### src/rtl/dvi_framebuffer_fetch.sv
// Framebuffer fetch: splits each frame into memory read bursts, gated by pixel-FIFO credits.
// Requests appear one cycle after the issue condition and hold until accepted; no burst issues without credits.
module dvi_framebuffer_fetch #(
  parameter int BURST_LEN  = 16,
  parameter int FIFO_DEPTH = 1023
) (
  input  logic        clk_i,
  input  logic        rst_i,
  input  logic        enable_i,
  input  logic        frame_start_i,
  input  logic [31:0] frame_base_i,
  input  logic [23:0] frame_words_i,
  output logic        mem_req_o,
  output logic [31:0] mem_addr_o,
  output logic [7:0]  mem_len_o,
  input  logic        mem_accept_i,
  input  logic        mem_valid_i,
  input  logic [31:0] mem_data_i,
  output logic        fifo_push_o,
  output logic [31:0] fifo_data_o,
  input  logic        fifo_pop_i,
  output logic        busy_o,
  output logic        frame_late_o
);

  typedef enum logic [1:0] {IDLE, WAIT_FRAME, FETCH} state_t;

  localparam logic [8:0]  BURST_MAX = 9'(BURST_LEN);
  localparam logic [10:0] CRED_MAX  = 11'(FIFO_DEPTH);

  state_t      state;
  logic [31:0] addr;
  logic [23:0] remaining;
  logic [10:0] credits;
  logic [11:0] outstanding;
  logic        restart_pend;
  logic [31:0] pend_base;
  logic [23:0] pend_words;

  logic        accept;
  logic        req_hold;
  logic [8:0]  burst_n;
  logic [8:0]  acc_n;
  logic [11:0] credits_sum;
  logic [10:0] credits_nxt;

  assign accept   = mem_req_o & mem_accept_i;
  assign req_hold = mem_req_o & ~mem_accept_i;
  assign burst_n  = (remaining >= {15'd0, BURST_MAX}) ? BURST_MAX : remaining[8:0];
  assign acc_n    = accept ? ({1'b0, mem_len_o} + 9'd1) : 9'd0;

  // Returned pops and accepted bursts net out in one cycle; pops past a full FIFO are clipped.
  assign credits_sum = {1'b0, credits} + {11'd0, fifo_pop_i} - {3'd0, acc_n};
  assign credits_nxt = (credits_sum > {1'b0, CRED_MAX}) ? CRED_MAX : credits_sum[10:0];

  assign fifo_push_o = mem_valid_i;
  assign fifo_data_o = mem_data_i;
  assign busy_o      = (state == FETCH) || (outstanding != 12'd0);

  always_ff @(posedge clk_i) begin
    if (rst_i) begin
      state        <= IDLE;
      addr         <= 32'd0;
      remaining    <= 24'd0;
      credits      <= CRED_MAX;
      outstanding  <= 12'd0;
      restart_pend <= 1'b0;
      pend_base    <= 32'd0;
      pend_words   <= 24'd0;
      mem_req_o    <= 1'b0;
      mem_addr_o   <= 32'd0;
      mem_len_o    <= 8'd0;
      frame_late_o <= 1'b0;
    end else begin
      credits     <= credits_nxt;
      outstanding <= outstanding + {3'd0, acc_n} - {11'd0, mem_valid_i};

      if (!enable_i) begin
        frame_late_o <= 1'b0;
        // A request already on the bus must be seen through before shutting down.
        if (!req_hold) begin
          state        <= IDLE;
          mem_req_o    <= 1'b0;
          restart_pend <= 1'b0;
        end
      end else begin
        if (accept) mem_req_o <= 1'b0;

        case (state)
          IDLE: state <= WAIT_FRAME;

          WAIT_FRAME, FETCH: begin
            if (frame_start_i) begin
              if (state == FETCH && remaining != 24'd0) frame_late_o <= 1'b1;
              if (req_hold) begin
                restart_pend <= 1'b1;
                pend_base    <= frame_base_i;
                pend_words   <= frame_words_i;
              end else begin
                restart_pend <= 1'b0;
                addr         <= frame_base_i;
                remaining    <= frame_words_i;
                state        <= (frame_words_i != 24'd0) ? FETCH : WAIT_FRAME;
              end
            end else if (accept) begin
              if (restart_pend) begin
                // The old burst only consumed credits; the new frame starts from scratch.
                restart_pend <= 1'b0;
                addr         <= pend_base;
                remaining    <= pend_words;
                state        <= (pend_words != 24'd0) ? FETCH : WAIT_FRAME;
              end else begin
                addr      <= addr + 32'({acc_n, 2'b00});
                remaining <= remaining - {15'd0, acc_n};
                if (remaining == {15'd0, acc_n}) state <= WAIT_FRAME;
              end
            end else if (state == FETCH && !mem_req_o && remaining != 24'd0 &&
                         credits >= {2'b00, burst_n}) begin
              mem_req_o  <= 1'b1;
              mem_addr_o <= addr;
              mem_len_o  <= 8'(burst_n - 9'd1);
            end
          end

          default: state <= IDLE;
        endcase
      end
    end
  end

endmodule

### config.mk
export PLATFORM = sky130hd
export DESIGN_NAME = dvi_framebuffer_fetch
export DESIGN_NICKNAME = d
export VERILOG_FILES = /design/src/rtl/dvi_framebuffer_fetch.sv
export SDC_FILE = /design/constraint.sdc
export NUM_CORES = 1
export LEC_CHECK = 0
export ABC_AREA = 1
export BUFFER_PORTS_ARGS = -buffer_cell sky130_fd_sc_hd__buf_2
export CAP_MARGIN = 20
export CORE_MARGIN = 2
export CORE_UTILIZATION = 50
export DETAILED_ROUTE_END_ITERATION = 10
export GPL_ROUTABILITY_DRIVEN = 0
export GPL_TIMING_DRIVEN = 0
export PLACE_DENSITY = 0.71
export SETUP_SLACK_MARGIN = 0.4
export SLEW_MARGIN = 10
export SYNTH_ARGS = -nofsm -noshare
export SYNTH_HDL_FRONTEND = slang
export SYNTH_SLANG_ARGS = --single-unit
### constraint.sdc
create_clock -name clk_i -period 3.8 [get_ports clk_i]
set_clock_uncertainty 0.05 [all_clocks]
set_input_delay 0 -clock clk_i [delete_from_list [all_inputs] [get_ports clk_i]]
set_output_delay 0 -clock clk_i [all_outputs]
set_load 0.005 [all_outputs]
[Yosys cells after proc, flatten, opt, wreduce, memory -nomap -nowiden]
Cells that the tools add are included.
Operators by class
  $add $sub $neg: 8
  multiply operators: 0
  divide/modulo/power cells: 0
  $lt $le $gt $ge: 3
  eq/ne operators: 10
  shift operators: 0
  mux-type cells: 32
  bitwise operators: 6
  reductions and logical operators: 21
Operator list (count)
  $mux W32: 4
  $mux W24: 4
  $reduce_bool A24 Y1: 3
  $add A32 B11 Y32: 1
  $eq A24 B9 Y1: 1
  $ge A24 B5 Y1 const B: 1
  $sub A24 B9 Y24: 1
  $mux W2: 9
  $mux W9: 2
  $add A11 B1 Y12: 1
  $add A12 B9 Y12: 1
  $gt A12 B10 Y1 const B: 1
  $mux W1: 12
  $reduce_and A4 Y1: 3
  $reduce_bool A12 Y1: 1
  $sub A12 B1 Y12: 1
  $sub A12 B9 Y12: 1
  $ge A11 B9 Y1: 1
  $add A8 B1 Y9 const B: 1
  $sub A8 B1 Y8 const B: 1
  $reduce_and A3 Y1: 2
  $reduce_or A2 Y1: 3
  $ne A5 B5 Y1 const B: 1
  $reduce_and A5 Y1: 1
  other kinds (15): 23
Storage, ports and cells
  flip-flop bits (word level): 180
  latch bits: 0
  RAM bits: 0
  bits in read-only memories: 0
  input bits: 95
  output and inout bits: 76
  logic and storage cells: 92
  memories: 0

[Logic depth before layout (Yosys ltp)]
Gate-level depths: netlist of run 1.
  depth after elaboration: 9
  mapped depth: 21
  gate-level depth less buffers: 21

[Least setup slack after synthesis of run 1]
No wires, ideal clock.
  kind: flip-flop to flip-flop
  from: reg mem_len_o[0]
  to: reg credits[2]
  library setup time: 0.146 ns
  arrival: 2.967 ns
  required time: 3.604 ns
  slack: 0.637 ns
  cell stages (with the launch flop): 18
  buffers on the path: 0
  period minus slack after synthesis: 3.163 ns
  cells stage by stage: dfxtp_1 ha_1 nand2_1 nor3_1 inv_1 nor3_1 inv_1 nor3_1 inv_1 ha_1 ha_1 nand2_1 nor2_1 nand3_1 o2111ai_1 o21ai_0 a21oi_1 nand3_1
On the way
  cells in the longest elaborated chain, start to end: 5
Ends and longest elaborated chain
  start, declared: RTL line 15  | output logic [7:0] mem_len_o,
  start signal, assigned: RTL line 121  | mem_len_o <= 8'(burst_n - 9'd1);
  $add A8 B1 Y9 (*): RTL line 50  | assign acc_n = accept ? ({1'b0, mem_len_o} + 9'd1) : 9'd0;
  $mux W9 (*): RTL line 50
  $sub A12 B9 Y12 (*): RTL line 53  | assign credits_sum = {1'b0, credits} + {11'd0, fifo_pop_i} - {3'd0, acc_n};
  $gt A12 B10 Y1: RTL line 54  | assign credits_nxt = (credits_sum > {1'b0, CRED_MAX}) ? CRED_MAX : credits_sum[10:0];
  $reduce_or A2 Y1 (no source line)
  end signal, assigned: RTL line 75  | credits <= credits_nxt;
  end, declared: RTL line 34  | logic [10:0] credits;
Every way passes the cells marked *; elsewhere a longest branch is shown, timed or not.
A chain may end at the register's enable or synchronous reset.

[Final worst setup path of run 1]
  from: reg mem_len_o[0]
  to: reg addr[18]
On the way
  cells in the longest elaborated chain, start to end: 6
Ends and longest elaborated chain
  $add A8 B1 Y9: RTL line 50
  $mux W9: RTL line 50
  $add A32 B11 Y32: RTL line 113  | addr <= addr + 32'({acc_n, 2'b00});
  $mux W32: RTL line 106  | if (restart_pend) begin
  $mux W32: RTL line 105  | end else if (accept) begin
  $mux W32: RTL line 93  | if (frame_start_i) begin
  end signal, assigned: RTL line 101  | addr <= frame_base_i;
  end signal, assigned: RTL line 109  | addr <= pend_base;
  end signal, assigned: RTL line 113
  end, declared: RTL line 32  | logic [31:0] addr;
Every way passes these cells. The select of a mux whose other input is x is not followed.

==> results of run 1 <==
[worst paths after layout]
| check | start | endpoint | cells past startpoint |
|---|---|---|---|
| setup / recovery | mem_len_o[0] | addr[18] | 18 |
| hold / removal | frame_start_i | mem_req_o | 6 |
| setup reg to reg | mem_len_o[0] | addr[18] | 18 |
| hold reg to reg | mem_addr_o[6] | mem_addr_o[6] | 2 |
[metal layers]
layer | track usage | vias up | routed length [microns]
met3 | 0.0608 | 87 | 4320
met2 | 0.490 | 734 | 17200
met4 | 0.115 | 0 | 1250
li1 | - | 6388 | -
met1 | 0.417 | 5850 | 16500
met5 | 0 | - | 0
[Yosys cell counts (6+ instances only)]
| cell | instances |
|---|---|
| nand2_1 | 389 |
| a21oi_1 | 246 |
| inv_1 | 214 |
| dfxtp_1 | 180 |
| nor2_1 | 156 |
| nand3_1 | 119 |
| o21ai_0 | 114 |
| ha_1 | 74 |
| clkbuf_1 | 51 |
| nor2_2 | 42 |
| buf_4 | 36 |
| nand4_1 | 27 |
| nor3_1 | 22 |
| nand3b_1 | 18 |
| xor2_1 | 14 |
| nor4_1 | 12 |
| buf_2 | 11 |
| a221oi_1 | 8 |
| a31oi_1 | 6 |
| o211ai_1 | 6 |
[through the flow]
step / setup TNS [ps] / hold slack, ps / utilization / total power (W)
4_1_cts: 0 / 39.2 / 0.610 / 0.00608
5_1_grt: 0 / 59.0 / 0.618 / 0.00665
3_3_place_gp: -2720 / 117 / 0.555 / 0.00414
3_5_place_dp: -3580 / 116 / 0.555 / 0.00419
2_1_floorplan: 0 / 30.8 / - / 0.00370
6_report: 0 / 61.0 / 0.618 / 0.00628
[state kept, by name, summed over array words and instances (netlist names), 2 cells and up]
name	flops
addr	32
credits	11
mem_addr_o	32
mem_len_o	8
outstanding	12
pend_base	32
pend_words	24
remaining	24
state	2
[worst register-to-register path, delay by kind of cell (launching register included)]
| kind | cells | cell delay [ps] |
|---|---|---|
| AOI/OAI and AO/OA | 2 | 480 |
| adders and majority gates | 1 | 380 |
| buffers and inverters | 3 | 360 |
| DFF | 1 | 380 |
| and+or+nand+nor | 12 | 1670 |
[logic make-up (layout without fill, tap and decap cells)]
logic type,Yosys count,in the layout
AOI/OAI and AO/OA,394,394
muxes,1,1
DFF,180,180
and+or+nand+nor,809,809
other,2,5
xor gates and xnor gates,19,19
adders and majority gates,78,78
buffers and inverters,328,566
[power by group]
group | total (W) | internal (W) | switching, W
logic | 0.00244 | 0.000968 | 0.00147
clock network | 0.00178 | 0.000917 | 0.000860
registers | 0.00206 | 0.00199 | 0.0000689
[repair_timing]
action | in CTS | in global routing
hold buffers | 59 | 0
gates resized for setup | 22 | 35
buffers inserted | 2 | 7
setup endpoints to repair | 27 | 47
endpoints found under the hold margin | 110 | 0
pin swaps | 2 | 10
cloned | 1 | 0
[cell type report]
cell class,instances,area (sq um),share of cell area
Sequential cell,180,3610,0.250
Clock inverter,12,109,0.00752
Multi-Input combinational cell,1306,7070,0.488
Timing Repair inverter,1,5.00,0.000346
Buffer,110,627,0.0433
Clock buffer,20,467,0.0323
Tap cell,319,399,0.0276
Inverter,218,825,0.0570
Timing Repair Buffer,205,1360,0.0938
==> results.md, run 1 <==
- Tightest Pin Transition: approximately 900 ps
- Final Instance Area: 14500 sq um
- Post-synthesis instance total: 1811
- Register area share after synthesis: 0.303
- Via density: approximately 5.5
- Rel. slew slack: 0.404
- Setup crit end kind: flop
- Synth top area cells: dfxtp_1 30%, nand2_1 12%, a21oi_1 10%
- Main flop type after synthesis: dfxtp_1
- Max IR drop VDD: approximately 0.31 mV
- Most common cell after layout, fill and taps aside: nand2_1
- IO Count: approximately 170
- Largest stage delay, worst path: between 300 and 400 ps
- Final setup viols: 0
- HPWL Detailed: 29.0 mm
- Std cell rows: 56
- Multiplexer share of the synthesized area: 0.000947
- Main combinational cell family by area after synthesis: simple AND/OR/NAND/NOR gates
- Ordered cell list for the critical path: buf_4, nand3_1, nor2_1, inv_1, nor3_1, nor3_2, buf_4, ha_1, nand2_1, o21ai_0, nand2_1, nand3_2, nand3_1, nand2_1, nand3_1, nand2_1, nand2_1, a21oi_1
- Synth warnings: 0
- Seq cells post-synth: 180
- Vias in the first global route: roughly 12000
- FFs w/ async S/R, synth: 0
- Antenna diodes: 0
- Status: complete, no violations
- Crit path required time: roughly 4100 ps
- Count of TritonRoute iterations in the first routing pass: 5
- Die Height: approximately 160 microns
- Clk slew on worst S/H paths: 80 ps
- Area share of fa/ha/maj cells after synthesis: 0.0846
- DRC: 0
- Reg2Reg Setup Slack: roughly 430 ps
- Skew-Pair Late Insertion Delay: ~440 ps
- Commonest non-fill, non-tap cells in the layout: 386 x nand2_1, 244 x a21oi_1, 208 x inv_1
- CP Max Fanout: 8
- All-Layer GR Usage: 0.309
- CTS Root Cell: clkbuf_16
- CTS buffer count: 17
- Global-route wire length before repair: 59.8 mm
- Pleak: 6.86 nW
- Vias: about 13000
- Total gr overflow: 0
- Largest net degree at the start of global routing: 18
- PnR worst setup slack: between 400 and 500 ps
- Hold Crit Class: input port to flop
- Routed WL: a little under 40 mm
- Biggest area consumer among synthesized cells: dfxtp_1
- Pwr per Cell Area: about 430 nW/um^2
- Initial DRC count: between 1500 and 2000
- CP Data Arrival Time: between 3000 and 4000 ps
- Fin crit share: 0.888
- Mapped cell area: between 10000 and 15000 sq um
- Synth cell types: 51
- CTS tree: built
- Final #Nets: ~2200
- Max cap viols: 0
- Worst path bufs/invs: 3
- Die area: between 20000 and 30000 sq um
- Placed cells: ~2300
- Post-DP Area: 13000 sq um
- Clock buffer depth: 2
- Syn avg cell area: approximately 6.6 sq um
- CP Launch Type: flop
- Core area: ~23000 sq um
- Most frequent CP cell: nand2_1
- Layout cells sized above 1: 0.162
- Yosys top cell area share: 0.303
- Slowest cell on the critical path: dfxtp_4
- CP delay by family, top: simple AND/OR/NAND/NOR gates
- Final worst path period need: between 3000 and 4000 ps
- Post-Layout Cell Count: around 2400
- Antenna violations before repair: 0
- H-tree levels: 4
- Unrepaired setup endpoints after global routing: yes
- Critical path class: flop to flop
- Setup WS pre-CTS: -361 ps
- Post-synth EDFFs: 0
- Slew Viols, Final: 0
- Synth Area in Simple Gates: 0.302
- Layout area overhead: 21.6%
- Routed len/inst: ~17 microns
- Initial Utilization: 0.508
- Sink Count: 180
- Post-synthesis compound-gate area fraction: 0.173
- Final hold violation count: 0
- IO Port Bufs: approximately 140
- Post-route ant nets: 0
- Synth Area in XOR/XNOR: 0.0140
- Fill cells: between 2000 and 2500
- Die width: about 160 microns
- Fmax: 0.297 GHz
Note: power is estimated with default switching activity, not from simulation.
==> run 2: changes to the inputs <==
==> constraint.sdc (replaced) <==
create_clock -name clk_i -period 3.8 [get_ports clk_i]
set_clock_uncertainty 0.05 [all_clocks]
set_input_delay 0.19 -clock clk_i [delete_from_list [all_inputs] [get_ports clk_i]]
set_output_delay 0.19 -clock clk_i [all_outputs]
set_load 0.005 [all_outputs]
==> results.md, run 2 (same netlist as run 1, synthesis figures left out) <==
- Status: complete, no violations (unchanged)
- Fmax: 0.300 GHz (was 0.297 GHz)
- Final worst path period need: 3330 ps (was 3370 ps)
- HPWL Detailed: 29.0 mm (unchanged)
- Layout cells sized above 1: 0.163 (was 0.162)
- Max IR drop VDD: 0.311 mV (was 0.313 mV)
- Comb power frac: 0.387 (was 0.389)
- Tightest Pin Transition: 876 ps (was 894 ps)
- Setup WS pre-CTS: -361 ps (unchanged)
- Core area: 23400 sq um (unchanged)
- CTS Root Cell: clkbuf_16 (unchanged)
- Largest net degree at the start of global routing: 18 (unchanged)
- IO Count: 171 (unchanged)
- Post-DP Area: 13000 sq um (unchanged)
- Via density: 5.50 (was 5.51)
- Sw Ratio: 0.382 (about the same)
- Placed cells: 2270 (unchanged)
- Initial Utilization: 0.508 (unchanged)
- Rel. slew slack: 0.416 (was 0.404)
- Skew-Pair Late Insertion Delay: 450 ps (was 440 ps)
- Die width: 158 microns (unchanged)
- CP Data Arrival Time: 3660 ps (was 3700 ps)
- CTS buffer count: 17 (unchanged)
- H-tree levels: 4 (unchanged)
- DRC: 0 (unchanged)
- P_int: 0.00387 W (was 0.00388 W)
- Most frequent CP cell: nand2_1 (unchanged)
- Antenna diodes: 0 (unchanged)
- Min Hold Slack: 16.2 ps (was 61.0 ps)
- Final #Nets: 2199 (was 2212)
- Antenna violations before repair: 0 (unchanged)
- CP Launch Type: flop (unchanged)
- All-Layer GR Usage: 0.306 (was 0.309)
- Reg power frac: 0.329 (was 0.328)
- Routed len/inst: 16.5 microns (was 16.6 microns)
- Ordered cell list for the critical path: buf_4, nand3_1, nor2_1, inv_1, nor3_1, nor3_2, buf_4, ha_1, nand2_1, o21ai_0, nand2_1, nand3_2, nand3_1, nand2_1, nand3_1, nand2_1, nand2_1, a21oi_1 (unchanged)
- Fill cells: 2244 (was 2232)
- Clock share of power: 0.284 (was 0.283)
- Commonest non-fill, non-tap cells in the layout: 386 x nand2_1, 244 x a21oi_1, 208 x inv_1 (unchanged)
- PnR worst setup slack: 470 ps (was 427 ps)
- Vias: 13000 (was 13100)
- Largest registers: addr x32, mem_addr_o x32, pend_base x32 (unchanged)
- Clk slew on worst S/H paths: 70 ps (was 80 ps)
- Setup crit end kind: flop (unchanged)
- Clock buffer depth: 2 (unchanged)
- Fin crit share: 0.876 (was 0.888)
- Global-route wire length before repair: 59.1 mm (was 59.8 mm)
- Most common cell after layout, fill and taps aside: nand2_1 (unchanged)
- Pwr per Cell Area: 437 nW/um^2 (was 434 nW/um^2)
- Hold Crit Class: input port to flop (unchanged)
- Slew Viols, Final: 0 (unchanged)
- Unrepaired setup endpoints after global routing: yes (unchanged)
- Pleak: 6.81 nW (was 6.86 nW)
- CTS tree: built (unchanged)
- CP Max Fanout: 8 (unchanged)
- Switching power: 0.00239 W (was 0.00240 W)
- IO Port Bufs: 137 (unchanged)
- Post-Layout Cell Count: 2358 (was 2371)
- Final setup viols: 0 (unchanged)
- Crit path required time: 4130 ps (about the same)
- Setup TNS: 0 ps (unchanged)
- Total gr overflow: 0 (unchanged)
- Initial DRC count: 1419 (was 1574)
- Largest stage delay, worst path: 380 ps (about the same)
- Final hold violation count: 0 (unchanged)
- Count of TritonRoute iterations in the first routing pass: 7 (was 5)
- Slowest cell on the critical path: dfxtp_4 (unchanged)
- Vias in the first global route: 11500 (was 11600)
- Die Height: 158 microns (unchanged)
- Final Instance Area: 14300 sq um (was 14500 sq um)
- CP delay by family, top: simple AND/OR/NAND/NOR gates (unchanged)
- Layout area overhead: 20.5% (was 21.6%)
- Routed WL: 38.9 mm (was 39.3 mm)
- Critical path class: flop to flop (unchanged)
- Std cell rows: 56 (unchanged)
- Worst path bufs/invs: 3 (unchanged)
- Post-route ant nets: 0 (unchanged)
- Sink Count: 180 (unchanged)
- Max cap viols: 0 (unchanged)
- Die area: 25000 sq um (unchanged)
-- run 2: cell types whose count changed in the layout (fill, tap and decap cells not counted) --
cell / previous run / this run
dlygate4sd3_1: 59 / 46
-- run 2: worst reg2reg max path: stages (launching register included) --
cell     delay (ps)
dfxtp_4         380
buf_4           120
nand3_1         180
nor2_1          230
inv_1            90
nor3_1          190
nor3_2          100
buf_4           150
ha_1            380
nand2_1         110
o21ai_0         360
nand2_1         170
nand3_2         200
nand3_1         100
nand2_1          70
nand3_1         130
nand2_1         110
nand2_1          50
a21oi_1         110
-- run 2: worst paths after layout --
| check | cells past startpoint | to | slack (ps) | from |
|---|---|---|---|---|
| worst max-delay path | 18 | addr[18] | 470 | mem_len_o[0] |
| worst min-delay path | 3 | pend_base[31] | 20 | frame_base_i[31] |
| worst max register to register | 18 | addr[18] | 470 | mem_len_o[0] |
| worst min register to register | 2 | pend_base[5] | 410 | pend_base[5] |
-- run 2: power groups by stage --
stage               registers (W)  clock network [W]  logic, W
floorplan                 0.00208                  0   0.00162
global placement          0.00210                  0   0.00204
detailed placement        0.00210                  0   0.00209
CTS                       0.00206            0.00178   0.00223
global route              0.00207            0.00186   0.00271
finish                    0.00206            0.00178   0.00242
-- run 2: per-stage QoR --
step / total power (W) / util
detailed placement: 0.00419 / 0.555
finish: 0.00626 / 0.613
CTS: 0.00607 / 0.604
floorplan: 0.00370 / -
global route: 0.00664 / 0.613
global placement: 0.00414 / 0.555
-- run 2: cell type report --
cell class	count	area [sq um]	area share
Multi-Input combinational cell	1306	7070	0.493
Sequential cell	180	3610	0.252
Timing Repair Buffer	192	1230	0.0855
Inverter	218	825	0.0575
Buffer	110	627	0.0437
Clock buffer	20	467	0.0326
Tap cell	319	399	0.0278
Clock inverter	12	109	0.00759
Timing Repair inverter	1	5.00	0.000349
-- run 2: per-layer routing --
metal / up-vias / routed length [microns] / track usage
met5: - / 0 / 0
met4: 0 / 1150 / 0.113
met3: 83 / 4110 / 0.0608
met2: 676 / 17100 / 0.482
met1: 5856 / 16500 / 0.414
li1: 6356 / - / -
-- run 2: what timing repair did --
item,in CTS,in global routing
gates cloned,1,0
setup endpoints to repair,27,47
endpoints found under the hold margin,48,0
buffers inserted,2,7
gates resized for setup,22,35
hold buffers,46,0
pin swaps,2,10
==> run 3: changes to the inputs <==
Settings changed: REMOVE_ABC_BUFFERS set to 1.
==> results.md, run 3 (same netlist as run 1, synthesis figures left out) <==
- Most common cell after layout, fill and taps aside: nand2_1 (unchanged)
- IO Count: 171 (unchanged)
- Tightest Pin Transition: 888 ps (was 876 ps)
- Worst path bufs/invs: 4 (was 3)
- Final worst path period need: 3330 ps (about the same)
- Total gr overflow: 0 (unchanged)
- Std cell rows: 56 (unchanged)
- Setup WS pre-CTS: -309 ps (was -361 ps)
- Count of TritonRoute iterations in the first routing pass: 5 (was 7)
- Clk slew on worst S/H paths: 80 ps (was 70 ps)
- Global-route wire length before repair: 55.0 mm (was 59.1 mm)
- CP delay by family, top: simple AND/OR/NAND/NOR gates (unchanged)
- Critical Path Sink: outstanding[11] (was addr[18])
- Layout cells sized above 1: 0.134 (was 0.163)
- Largest registers: addr x32, mem_addr_o x32, pend_base x32 (unchanged)
- Commonest non-fill, non-tap cells in the layout: 384 x nand2_1, 244 x a21oi_1, 205 x inv_1 (was 386 x nand2_1, 244 x a21oi_1, 208 x inv_1)
- CTS tree: built (unchanged)
- Final hold violation count: 0 (unchanged)
- CP Max Fanout: 4 (was 8)
- CP Data Arrival Time: 3630 ps (was 3660 ps)
- Routed WL: 34.8 mm (was 38.9 mm)
- Clock buffer depth: 2 (unchanged)
- Die Height: 158 microns (unchanged)
- Pwr per Cell Area: 447 nW/um^2 (was 437 nW/um^2)
- Setup crit end kind: flop (unchanged)
- Skew-Pair Late Insertion Delay: 450 ps (about the same)
- Initial Utilization: 0.508 (unchanged)
- Slowest cell on the critical path: dfxtp_4 (unchanged)
- Met2 wire len: 15.7 mm (was 17.1 mm)
- Vias: 12100 (was 13000)
- Post-route ant nets: 0 (unchanged)
- Routed len/inst: 15.6 microns (was 16.5 microns)
- Slew Viols, Final: 0 (unchanged)
- Crit path required time: 4090 ps (was 4130 ps)
- IO Port Bufs: 106 (was 137)
- CTS Root Cell: clkbuf_16 (unchanged)
- All-Layer GR Usage: 0.275 (was 0.306)
- Crit. Startpoint: mem_len_o[1] (was mem_len_o[0])
- Overall power after layout: 0.00617 W (was 0.00626 W)
- R2R Path End: outstanding[11] (was addr[18])
- Crit. path cell count: 20 (was 18)
- Ordered cell list for the critical path: ha_4, nand2_4, nor3_4, inv_2, nor3_4, inv_2, nor3_4, inv_4, ha_4, inv_1, ha_4, nand2_2, nor3_2, nand3_1, nand3_2, nand2_1, nand2_1, a21oi_2, or2_2, and2_1 (was buf_4, nand3_1, nor2_1, inv_1, nor3_1, nor3_2, buf_4, ha_1, nand2_1, o21ai_0, nand2_1, nand3_2, nand3_1, nand2_1, nand3_1, nand2_1, nand2_1, a21oi_1)
- Fin crit share: 0.877 (was 0.876)
- Largest stage delay, worst path: 390 ps (was 380 ps)
- DRC: 0 (unchanged)
- Die area: 25000 sq um (unchanged)
- H-tree levels: 4 (unchanged)
- Reg2Reg Setup Slack: 470 ps (about the same)
- Final #Nets: 2066 (was 2199)
- PnR worst setup slack: 467 ps (was 470 ps)
- Fmax: 0.300 GHz (about the same)
- Met1 Wirelength: 15.6 mm (was 16.5 mm)
- CP Launch Type: flop (unchanged)
- Sink Count: 180 (unchanged)
- Met3 wire len: 2.42 mm (was 4.11 mm)
- Max IR drop VDD: 0.311 mV (about the same)
- Min-Delay Path Depth: 3 (unchanged)
- Reg2reg start: mem_len_o[1] (was mem_len_o[0])
- Hold Crit Class: input port to flop (unchanged)
- Antenna violations before repair: 1 (was 0)
- Core area: 23400 sq um (unchanged)
- Final setup viols: 0 (unchanged)
- Largest net degree at the start of global routing: 109 (was 18)
- Status: complete, no violations (unchanged)
- Via density: 5.44 (was 5.50)
- Pleak: 6.44 nW (was 6.81 nW)
- HPWL Detailed: 23.7 mm (was 29.0 mm)
- Top routing layer in use: met5 (was met4)
- Vias in the first global route: 10900 (was 11500)
- Number of cells on the worst reg-to-reg path: 20 (was 18)
- CTS buffer count: 17 (unchanged)
- Die width: 158 microns (unchanged)
- Initial DRC count: 1017 (was 1419)
- Layout area overhead: 16.1% (was 20.5%)
- Max cap viols: 0 (unchanged)
- Unrepaired setup endpoints after global routing: yes (unchanged)
- Critical path class: flop to flop (unchanged)
- Rel. slew slack: 0.405 (was 0.416)
## run 3: cell types whose count changed in the layout (fill, tap and decap cells not counted), sizes merged
| cell | before | now |
|---|---|---|
| buf | 205 | 119 |
| nand2 | 393 | 394 |
| inv | 225 | 222 |
| clkinv | 5 | 8 |
| dlygate4sd3 | 46 | 50 |
| clkbuf | 71 | 17 |
| clkinvlp | 1 | 2 |
| diode | 0 | 1 |
| bufinv | 0 | 1 |
## run 3: metal layers
| metal | vias up | track usage |
|---|---|---|
| met3 | 68 | 0.0539 |
| met5 | - | 0.0207 |
| met4 | 2 | 0.0832 |
| met1 | 5491 | 0.371 |
| li1 | 6086 | - |
| met2 | 453 | 0.441 |
## run 3: final cells by class
class,count,area (sq um)
Inverter,218,858
Timing Repair Buffer,169,1260
Clock buffer,17,425
Multi-Input combinational cell,1307,7090
Tap cell,319,399
Fill cell,2286,9590
Sequential cell,180,3620
Antenna cell,1,2.50
Clock inverter,15,166
## run 3: worst min-delay path by stage
stage | startpoint | to | slack (ps)
3_3_place_gp | mem_data_i[16] | fifo_data_o[16] | 330
6_report | fifo_pop_i | credits[0] | 7
2_1_floorplan | rst_i | outstanding[1] | 210
3_5_place_dp | mem_data_i[16] | fifo_data_o[16] | 330
4_1_cts | fifo_pop_i | credits[0] | 5
5_1_grt | frame_words_i[20] | pend_words[20] | 20
## run 3: power breakdown
group | internal, W | leakage [nW] | switching [W]
Sequential | 0.00199 | 1.46 | 0.0000683
Clock | 0.000885 | 0.283 | 0.000916
Combinational | 0.000934 | 4.70 | 0.00138
## run 3: per-stage QoR
stage,instances,cell area (sq um),TNS (ps),hold slack (ps),util
after global routing,2226,13800,0,24.8,0.590
after CTS,2220,13600,0,4.54,0.579
final,2226,13800,0,6.97,0.590
after global placement,2129,12200,-244570,330,0.522
after floorplan,1704,11300,0,207,-
after detailed placement,2137,12400,-5820,330,0.530
## run 3: timing repair
| action | CTS | global route |
|---|---|---|
| resized for setup | 12 | 50 |
| hold buffers | 50 | 0 |
| pin swaps | 0 | 11 |
| setup endpoints to repair | 57 | 89 |
| endpoints found under the hold margin | 53 | 0 |
| gates cloned | 0 | 1 |
| buffers inserted | 1 | 4 |
## run 3: worst min-delay path: stages
cell	delay (ps)
buf_2	80
ha_1	110
nand3b_1	90
